===== src/rtl/serial_alu_seq_pkg.sv =====
// rtl/serial_alu_seq_pkg.sv - shared ALU control codes and FSM state encoding for serial_alu_seq
package serial_alu_seq_pkg;

    // alu_ctl = {ainvert, binvert, op[1:0]}
    localparam logic [3:0] ALU_CTL_AND = 4'b0000;
    localparam logic [3:0] ALU_CTL_OR  = 4'b0001;
    localparam logic [3:0] ALU_CTL_ADD = 4'b0010;
    localparam logic [3:0] ALU_CTL_SUB = 4'b0110;
    localparam logic [3:0] ALU_CTL_SLT = 4'b0111;
    localparam logic [3:0] ALU_CTL_NOR = 4'b1100;

    localparam logic [1:0] OP_AND  = 2'b00;
    localparam logic [1:0] OP_OR   = 2'b01;
    localparam logic [1:0] OP_SUM  = 2'b10;
    localparam logic [1:0] OP_LESS = 2'b11;

    typedef enum logic [1:0] {
        S_IDLE  = 2'b00,
        S_PASS1 = 2'b01,
        S_PASS2 = 2'b10,
        S_DONE  = 2'b11
    } state_t;

endpackage


===== src/rtl/serial_alu_seq_slice.sv =====
// rtl/serial_alu_seq_slice.sv - my1BitALUv3 one-bit ALU slice (and/or/sum/less with operand inversion)
module my1BitALUv3
    import serial_alu_seq_pkg::*;
(
    input  logic       in1,
    input  logic       in2,
    input  logic       ainvert,
    input  logic       binvert,
    input  logic       carryin,
    input  logic       less,
    input  logic [1:0] op,
    output logic       result,
    output logic       carryout
);

    logic a_eff;
    logic b_eff;

    // Operand inversion, full adder carry and the op multiplexer
    always_comb begin
        a_eff    = in1 ^ ainvert;
        b_eff    = in2 ^ binvert;
        carryout = (a_eff & b_eff) | (a_eff & carryin) | (b_eff & carryin);
        case (op)
            OP_AND:  result = a_eff & b_eff;
            OP_OR:   result = a_eff | b_eff;
            OP_SUM:  result = a_eff ^ b_eff ^ carryin;
            default: result = less;
        endcase
    end

endmodule


===== src/rtl/serial_alu_seq.sv =====
// rtl/serial_alu_seq.sv - bit-serial word ALU around one my1BitALUv3 slice; SERIAL_ALU_SLT_EN enables signed SLT
module serial_alu_seq
    import serial_alu_seq_pkg::*;
#(
    parameter int WIDTH = 8
) (
    input  logic             clk,
    input  logic             rst,
    input  logic             start,
    input  logic [WIDTH-1:0] a,
    input  logic [WIDTH-1:0] b,
    input  logic [3:0]       alu_ctl,
    output logic             busy,
    output logic             done,
    output logic [WIDTH-1:0] result,
    output logic             zero,
    output logic             carry_out,
    output logic             overflow
);

    localparam int IW = (WIDTH > 1) ? $clog2(WIDTH) : 1;
    localparam logic [IW-1:0] LAST = IW'(WIDTH - 1);

    state_t           state;
    state_t           state_nx;
    logic [WIDTH-1:0] a_q;
    logic [WIDTH-1:0] b_q;
    logic [3:0]       ctl_q;
    logic [IW-1:0]    idx;
    logic             cy;
    logic             last;
    logic             is_less_op;
    logic             is_sum_op;
    logic [WIDTH-1:0] res_wr;

    logic       s_a;
    logic       s_b;
    logic       s_ainv;
    logic       s_binv;
    logic       s_cin;
    logic       s_less;
    logic [1:0] s_op;
    logic       s_res;
    logic       s_cout;

`ifdef SERIAL_ALU_SLT_EN
    logic cin_msb;
    logic cout_msb;
    logic sum_msb;
    logic slt_set;
`endif

    assign last       = (idx == LAST);
    assign is_less_op = (ctl_q[1:0] == OP_LESS);
    assign is_sum_op  = (ctl_q[1:0] == OP_SUM);

`ifdef SERIAL_ALU_SLT_EN
    // Signed a<b: sign of a-b corrected by signed overflow of that subtraction
    assign slt_set = sum_msb ^ cin_msb ^ cout_msb;
`endif

    // Slice operand selection; SLT first pass is forced into a subtraction
    always_comb begin
        s_a    = a_q[idx];
        s_b    = b_q[idx];
        s_ainv = ctl_q[3];
        s_binv = ctl_q[2];
        s_op   = ctl_q[1:0];
        s_cin  = cy;
        s_less = 1'b0;
`ifdef SERIAL_ALU_SLT_EN
        if (state == S_PASS1 && is_less_op) begin
            s_op   = OP_SUM;
            s_binv = 1'b1;
        end
        if (state == S_PASS2) begin
            s_less = (idx == '0) ? slt_set : 1'b0;
        end
`endif
    end

    my1BitALUv3 u_slice (
        .in1      (s_a),
        .in2      (s_b),
        .ainvert  (s_ainv),
        .binvert  (s_binv),
        .carryin  (s_cin),
        .less     (s_less),
        .op       (s_op),
        .result   (s_res),
        .carryout (s_cout)
    );

    // Current result word with this cycle's bit merged in
    always_comb begin
        res_wr      = result;
        res_wr[idx] = s_res;
    end

    // State register
    always_ff @(posedge clk) begin
        if (rst) begin
            state <= S_IDLE;
        end else begin
            state <= state_nx;
        end
    end

    // Next-state logic
    always_comb begin
        state_nx = state;
        case (state)
            S_IDLE:  if (start) state_nx = S_PASS1;
            S_PASS1: begin
                if (last) begin
`ifdef SERIAL_ALU_SLT_EN
                    state_nx = is_less_op ? S_PASS2 : S_DONE;
`else
                    state_nx = S_DONE;
`endif
                end
            end
            S_PASS2: begin
`ifdef SERIAL_ALU_SLT_EN
                if (last) state_nx = S_DONE;
`else
                state_nx = S_IDLE;
`endif
            end
            default: state_nx = S_IDLE;
        endcase
    end

    // Handshake outputs decoded from state only
    always_comb begin
        busy = (state == S_PASS1) || (state == S_PASS2);
        done = (state == S_DONE);
    end

    // Operand latch, bit index, carry chain and result/flag assembly
    always_ff @(posedge clk) begin
        if (rst) begin
            a_q       <= '0;
            b_q       <= '0;
            ctl_q     <= '0;
            idx       <= '0;
            cy        <= 1'b0;
            result    <= '0;
            zero      <= 1'b0;
            carry_out <= 1'b0;
            overflow  <= 1'b0;
`ifdef SERIAL_ALU_SLT_EN
            cin_msb   <= 1'b0;
            cout_msb  <= 1'b0;
            sum_msb   <= 1'b0;
`endif
        end else begin
            case (state)
                S_IDLE: begin
                    if (start) begin
                        a_q   <= a;
                        b_q   <= b;
                        ctl_q <= alu_ctl;
                        idx   <= '0;
`ifdef SERIAL_ALU_SLT_EN
                        cy    <= alu_ctl[2] | (alu_ctl[1:0] == OP_LESS);
`else
                        cy    <= alu_ctl[2];
`endif
                    end
                end
                S_PASS1: begin
                    result <= res_wr;
                    cy     <= s_cout;
                    idx    <= idx + 1'b1;
                    if (last) begin
                        idx       <= '0;
                        zero      <= (res_wr == '0);
                        carry_out <= is_sum_op & s_cout;
                        overflow  <= is_sum_op & (cy ^ s_cout);
`ifdef SERIAL_ALU_SLT_EN
                        cin_msb   <= cy;
                        cout_msb  <= s_cout;
                        sum_msb   <= s_res;
`endif
                    end
                end
`ifdef SERIAL_ALU_SLT_EN
                S_PASS2: begin
                    result <= res_wr;
                    idx    <= idx + 1'b1;
                    if (last) begin
                        idx  <= '0;
                        zero <= (res_wr == '0);
                    end
                end
`endif
                default: ;
            endcase
        end
    end

endmodule


===== config.mk =====
export PLATFORM = sky130hd
export DESIGN_NAME = serial_alu_seq
export DESIGN_NICKNAME = d
export VERILOG_FILES = /design/src/rtl/serial_alu_seq_pkg.sv /design/src/rtl/serial_alu_seq_slice.sv /design/src/rtl/serial_alu_seq.sv
export SDC_FILE = /design/constraint.sdc
export NUM_CORES = 1
export LEC_CHECK = 0
export ABC_AREA = 1
export BUFFER_PORTS_ARGS = -buffer_cell sky130_fd_sc_hd__buf_2
export CORE_MARGIN = 5
export CORE_UTILIZATION = 40
export CTS_CLUSTER_DIAMETER = 200
export DETAILED_ROUTE_END_ITERATION = 6
export RECOVER_POWER = 100
export SLEW_MARGIN = 25
export SYNTH_ARGS = -nofsm -noshare
export SYNTH_HDL_FRONTEND = slang
export SYNTH_SLANG_ARGS = --single-unit

===== constraint.sdc =====
create_clock -name clk -period 4.77 [get_ports clk]
set_input_delay 0.954 -clock clk [delete_from_list [all_inputs] [get_ports clk]]
set_output_delay 0.954 -clock clk [all_outputs]
set_load 0.01 [all_outputs]

---- Word level (Yosys, flattened, before mapping) ----
Cells that the tools add are included.
storage, ports and cells
  bits in registers ....................... 37
cells by class
  reductions and logical operators ........ 10
  bitwise gates (word level) .............. 13
  magnitude comparators ................... 2
  mux-type cells .......................... 16
  equality and inequality tests ........... 8
  $add $sub $neg .......................... 1
operator list
  operator               count
  $bwmux W8              1
  $logic_not A8 Y1       1
  $reduce_and A2 Y1      4
  $bmux W1 S3            2
  $eq A2 B2 Y1 const B   3
  $mux W3                2
  $pmux W3 S2            1
  $and A1 B1 Y1          5
  $xor A1 B1 Y1          5
  $eq A2 B1 Y1 const B   2
  $logic_not A2 Y1       2
  $lt A3 B4 Y1 const B   1
  $mux W1                4
  $mux W2                2
  $ne A2 B2 Y1 const B   2
  $pmux W2 S2            1
  $add A3 B1 Y3 const B  1
  $demux W1 S3           1
  $eq A3 B3 Y1 const B   1
  $ge A3 B1 Y1 const B   1
  $or A1 B1 Y1           3
  $pmux W1 S3            1
  $pmux W1 S2            1
  $reduce_bool A2 Y1     1
  other kinds (2)        2

---- Depth between registers and ports, before layout ----
  depth after elaboration ................. 8
  depth in mapped cells ................... 21
  mapped depth without buffers ............ 20

---- Hierarchy ----
Synthesis repeated with hierarchy kept, for this count alone.
unflattened totals
  cells, all modules ...................... 273
  area total of the unflattened synthesis .. 1955.6 µm²
modules (own cells, without submodules)
  module          cells an instance  times used  area an instance (µm²)
  serial_alu_seq  254                1           1838.0
  my1BitALUv3     19                 1           117.6

---- Least setup slack after synthesis ----
No wires, ideal clock.
  path kind ............................... register to register
  from .................................... register idx[1]
  to ...................................... register zero
  cell stages (with the launch flop) ...... 20
  buffers on the path ..................... 1
  arrival ................................. 2240 ps
  period minus slack after synthesis ...... 2307 ps
  slack ................................... 2463 ps
  setup time .............................. 67 ps
  cells stage by stage .................... dfxtp_1 buf_4 inv_2 nand2_1 nor2_1 inv_1 o2bb2ai_1 nor2_1 nand2_1 nand2_1 nand2_1 inv_1 fa_1 nand2_1 nand3_1 nand2_1 nand2_1 nor2_1 nand3_1 a21oi_2
on the way
  cells in the longest elaborated chain, start to end .. 8
RTL lines
  element                           RTL line                                                RTL
  start, declared                   serial_alu_seq.sv:29                                    logic [IW-1:0] idx;
  start signal, assigned            serial_alu_seq.sv:175                                   idx <= idx + 1'b1;
  $bmux W1 S3 (on tied branches)    serial_alu_seq.sv:64, serial_alu_seq.sv:65
  $mux W1 (on tied branches)        serial_alu_seq.sv:64, serial_alu_seq.sv:65
  $xor A1 B1 Y1 (on tied branches)  serial_alu_seq_slice.sv:21, serial_alu_seq_slice.sv:22
  $xor A1 B1 Y1 (2 in series)       serial_alu_seq_slice.sv:27                              OP_SUM: result = a_eff ^ b_eff ^ carryin;
  $pmux W1 S3                       serial_alu_seq_slice.sv:24                              case (op)
  $bwmux W8                         serial_alu_seq.sv:97                                    res_wr[idx] = s_res;
  $logic_not A8 Y1                  serial_alu_seq.sv:178                                   zero <= (res_wr == '0);
  end signal, assigned              serial_alu_seq.sv:178
  end, declared                     serial_alu_seq.sv:16                                    output logic zero,
Several ways; a longest one is shown, not always the timed one. The select of a mux whose other input is x is not followed.
A chain may end at the register's enable or synchronous reset.

---- Worst setup path in the final report ----
  from .................................... register idx[0]
  to ...................................... register zero
Same word-level chain as after synthesis.

==> PnR_summary.wiki <==
{| class="wikitable"
! Metric !! Value
|-
| Clock group share of total power || approximately 30%
|-
| Number of inserted diodes || 0
|-
| CP Max Fanout || 13
|-
| Result of the run || complete, no violations
|-
| Nets || roughly 330
|-
| Pwr dens || ~380 nW/µm²
|-
| Internal Power || 0.0005444 W
|-
| Slack of the worst reg-to-reg path || 1.77 ns
|-
| Final clock period utilization by the worst path || 62.83%
|-
| CTS tree || done
|-
| Count of nets left with antenna violations after detail routing || 0
|-
| Hold-fix buffers, CTS || 0
|-
| Main area contributors after synthesis || sky130_fd_sc_hd__dfxtp_1, sky130_fd_sc_hd__nand2_1, sky130_fd_sc_hd__o21ai_0
|-
| DIE AREA || 6011 µm²
|-
| Post-Synthesis Mean Instance Area || between 6 and 7 µm²
|-
| Synthesized instance count || between 200 and 300
|-
| Clock tree root buffer cell || sky130_fd_sc_hd__clkbuf_8
|-
| Core region area || roughly 4400 µm²
|-
| Detail-routed net length per standard cell || roughly 11 µm
|-
| Worst setup slack after layout || roughly 1.8 ns
|-
| Count of standard-cell rows || 24
|-
| Count of maximum capacitance violations || 0
|-
| Sum of net half-perimeters after detailed placement || 2966 µm
|-
| Least-Margin Pin Slew || approximately 0.7 ns
|-
| First-pass GRT wire length || 7182 µm
|-
| GR Util All Layers || 14.34%
|-
| Pin count of the biggest net entering global routing || 31
|-
| H-tree level count || 2
|-
| Power share of the sequential group || 46.2%
|-
| Flip-flop and latch count after synthesis || 37
|-
| Hold path cells || 2
|-
| Required time of the critical path || 5.00 ns
|-
| R2r endpoint || zero
|-
| Share of the yosys chip area belonging to registers || between 40% and 50%
|-
| Ys flop type || sky130_fd_sc_hd__dfxtp_1
|-
| Number of antenna violations at the first check in global routing || 0
|-
| Total Neg Setup Slack || 0 ns
|-
| 1st-pass router iterations || 5
|-
| Peak ir drop on the vdd network || 0.0001559 V
|-
| Worst slack at placement || 1.786 ns
|-
| PortBufs || 35
|-
| Cell with the most instances after synthesis || sky130_fd_sc_hd__nand2_1
|-
| Switching power as a share of total power || between 30% and 40%
|-
| Post-synth top cells || sky130_fd_sc_hd__nand2_1, sky130_fd_sc_hd__nor2_1, sky130_fd_sc_hd__dfxtp_1, sky130_fd_sc_hd__o21ai_0, sky130_fd_sc_hd__a21oi_1
|-
| CTS Buffer Depth || 2
|-
| Synthesized net count || a little under 300
|-
| Vias || around 1700
|-
| Number of max-slew violations in the final report || 0
|-
| Area added between synthesis and finish || 15.23%
|-
| Type of destination of the critical path || flip-flop
|-
| Height of the chip || between 70 and 80 µm
|-
| Startpoint of the most critical hold path || overflow
|-
| Startpoint class of the critical path || flip-flop
|-
| Post-synthesis cell type count || 28
|-
| Number of warnings printed during yosys synthesis || 0
|-
| Share of flip-flops with an asynchronous set or reset after synthesis || 0%
|-
| Data arrival time of the worst path || 3.23 ns
|-
| Clock latency of the later-clocked register in the worst-skew pair || 0.29 ns
|-
| Switching power total || approximately 0.00026 W
|-
| Total clock buffers created by CTS || 5
|-
| Proportion of power drawn by combinational gates || about a quarter
|-
| Final count of negative-setup-slack endpoints || 0
|-
| Drt via density || roughly 4.8
|-
| Via count of the first global-routing pass || approximately 1700
|-
| Timing-limited maximum frequency || about 0.33 GHz
|-
| Clock sink total || 37
|-
| Unrepaired setup endpoints after global routing || false
|-
| Clk pin slew, worst setup/hold paths || roughly 0.070 ns
|-
| Initial core utilization || 41.61%
|-
| Top cell type's share of synthesized area || around two fifths
|-
| RR Startpoint || idx[0]
|-
| Total power || approximately 0.0008 W
|-
| Congestion Overflow GR || 0
|-
| Number of endpoints with negative hold slack in the final report || 0
|-
| WL final || 3962 µm
|-
| Post-detailed-route DRC marker count || 0
|-
| Fraction of layout cells with a size suffix above 1 || approximately 12%
|-
| Worst setup skew after layout || roughly 0.0056 ns
|-
| Number of flops mapped to enable cells by yosys || 0
|-
| 1st-iter DRT viols || 89
|-
| Path type of the worst min-delay path || reg -> reg
|-
| Cell taking the most area after synthesis || sky130_fd_sc_hd__dfxtp_1
|-
| Final period demand of the worst path || roughly 3 ns
|-
| Synth Cell Area || between 1500 and 2000 µm²
|-
| Routability cong. || about 0.8
|-
| Post_cts resized || 0
|-
| Die X || a little under 80 µm
|-
| Leakage || 0.9421 nW
|-
| Total I/O pin count || 36
|-
| Slew HR || 51.92%
|-
| Critical path class || reg -> reg
|-
| Worst hold path endpoint || overflow
|-
| R2r worst-path depth || 17
|-
| Setup repair bufs after CTS || 0
|}
[final cells by class]
| type | instances | area, µm² |
|---|---|---|
| timing repair buffer | 36 | 165.2 |
| fill | 479 | 2282 |
| multi-input combinational | 190 | 939.7 |
| clock inverter | 1 | 5.005 |
| inverter | 24 | 90.09 |
| clock buffer | 7 | 96.34 |
| sequential | 37 | 740.7 |
| tap | 52 | 65.06 |
[power by group through the flow]
stage               sequential, W  combinational (W)  clock [W]
CTS                      0.000371           0.000197   0.000247
finish                   0.000371           0.000190   0.000241
global route             0.000376           0.000226   0.000262
floorplan                0.000374           0.000145          0
global placement         0.000377           0.000195          0
detailed placement       0.000378           0.000197          0
[cell usage in the layout, fill, tap and decap left out, types with 2 or more instances in the layout]
master and n:
sky130_fd_sc_hd__buf_2 21, sky130_fd_sc_hd__o21bai_1 2, sky130_fd_sc_hd__nand3_1 14, sky130_fd_sc_hd__clkbuf_8 7, sky130_fd_sc_hd__a21oi_1 25, sky130_fd_sc_hd__dfxtp_1 37
sky130_fd_sc_hd__inv_1 22, sky130_fd_sc_hd__ha_1 7, sky130_fd_sc_hd__inv_2 2, sky130_fd_sc_hd__nand2_1 52, sky130_fd_sc_hd__clkbuf_1 14, sky130_fd_sc_hd__a31oi_1 2
sky130_fd_sc_hd__nor2_1 41, sky130_fd_sc_hd__o21ai_0 34
[worst max-delay path by stage]
stage,startpoint,end,slack (ns),depth (start not counted)
finish,idx[0],zero,1.77,17
global route,idx[0],zero,1.40,17
CTS,idx[0],zero,1.77,17
detailed placement,idx[0],zero,1.79,17
global placement,idx[0],zero,1.83,17
floorplan,idx[1],zero,2.46,19
[per-layer routing]
metal / global-route usage (%) / wire [µm] / vias to the layer above
li1: - / - / 914
met1: 17.53 / 1940 / 731
met2: 23.15 / 1789 / 27
met3: 4.398 / 157 / 8
met4: 6.357 / 75 / 0
met5: 0 / 0 / -
[kinds of logic after synthesis]
family	share of synthesized area, %
compound gates	20.03
xor+xnor	0.4802
fa+ha+maj	5.898
buf+inv	7.887
flops	40.60
simple gates	25.10
[sequential cells by signal, summed over array words and instances, names as in the netlist]
| register | count |
|---|---|
| ctl_q | 4 |
| result | 8 |
| state | 2 |
| zero | 1 |
| overflow | 1 |
| carry_out | 1 |
| b_q | 8 |
| idx | 3 |
| a_q | 8 |
| cy | 1 |
[worst max-delay path: stages (launching register included)]
cell                        delay (ns)
sky130_fd_sc_hd__dfxtp_1          0.57
sky130_fd_sc_hd__inv_1            0.28
sky130_fd_sc_hd__nor2_1           0.22
sky130_fd_sc_hd__inv_1            0.09
sky130_fd_sc_hd__o2bb2ai_1        0.13
sky130_fd_sc_hd__nor2_1           0.09
sky130_fd_sc_hd__nand2_1          0.06
sky130_fd_sc_hd__nand2_1          0.05
sky130_fd_sc_hd__nand2_1          0.08
sky130_fd_sc_hd__inv_1            0.07
sky130_fd_sc_hd__fa_1             0.44
sky130_fd_sc_hd__nand2_1          0.23
sky130_fd_sc_hd__nand3_1          0.11
sky130_fd_sc_hd__nand2_1          0.11
sky130_fd_sc_hd__nand2_1          0.06
sky130_fd_sc_hd__nor2_1           0.13
sky130_fd_sc_hd__nand3_1          0.10
sky130_fd_sc_hd__a21oi_2          0.11
[metrics by stage]
| step | utilization [%] | hold WS, ns | std cells | instance area, µm² |
|---|---|---|---|---|
| 6_report | 47.95 | 0.4619 | 347 | 2102 |
| 3_5_place_dp | 46.03 | 0.4517 | 339 | 2018 |
| 2_1_floorplan | - | 0.4297 | 263 | 1824 |
| 5_1_grt | 47.95 | 0.4788 | 347 | 2102 |
| 3_3_place_gp | 46.03 | 0.4497 | 339 | 2018 |
| 4_1_cts | 48.34 | 0.4622 | 347 | 2120 |
(Power assumes the default switching activity.)
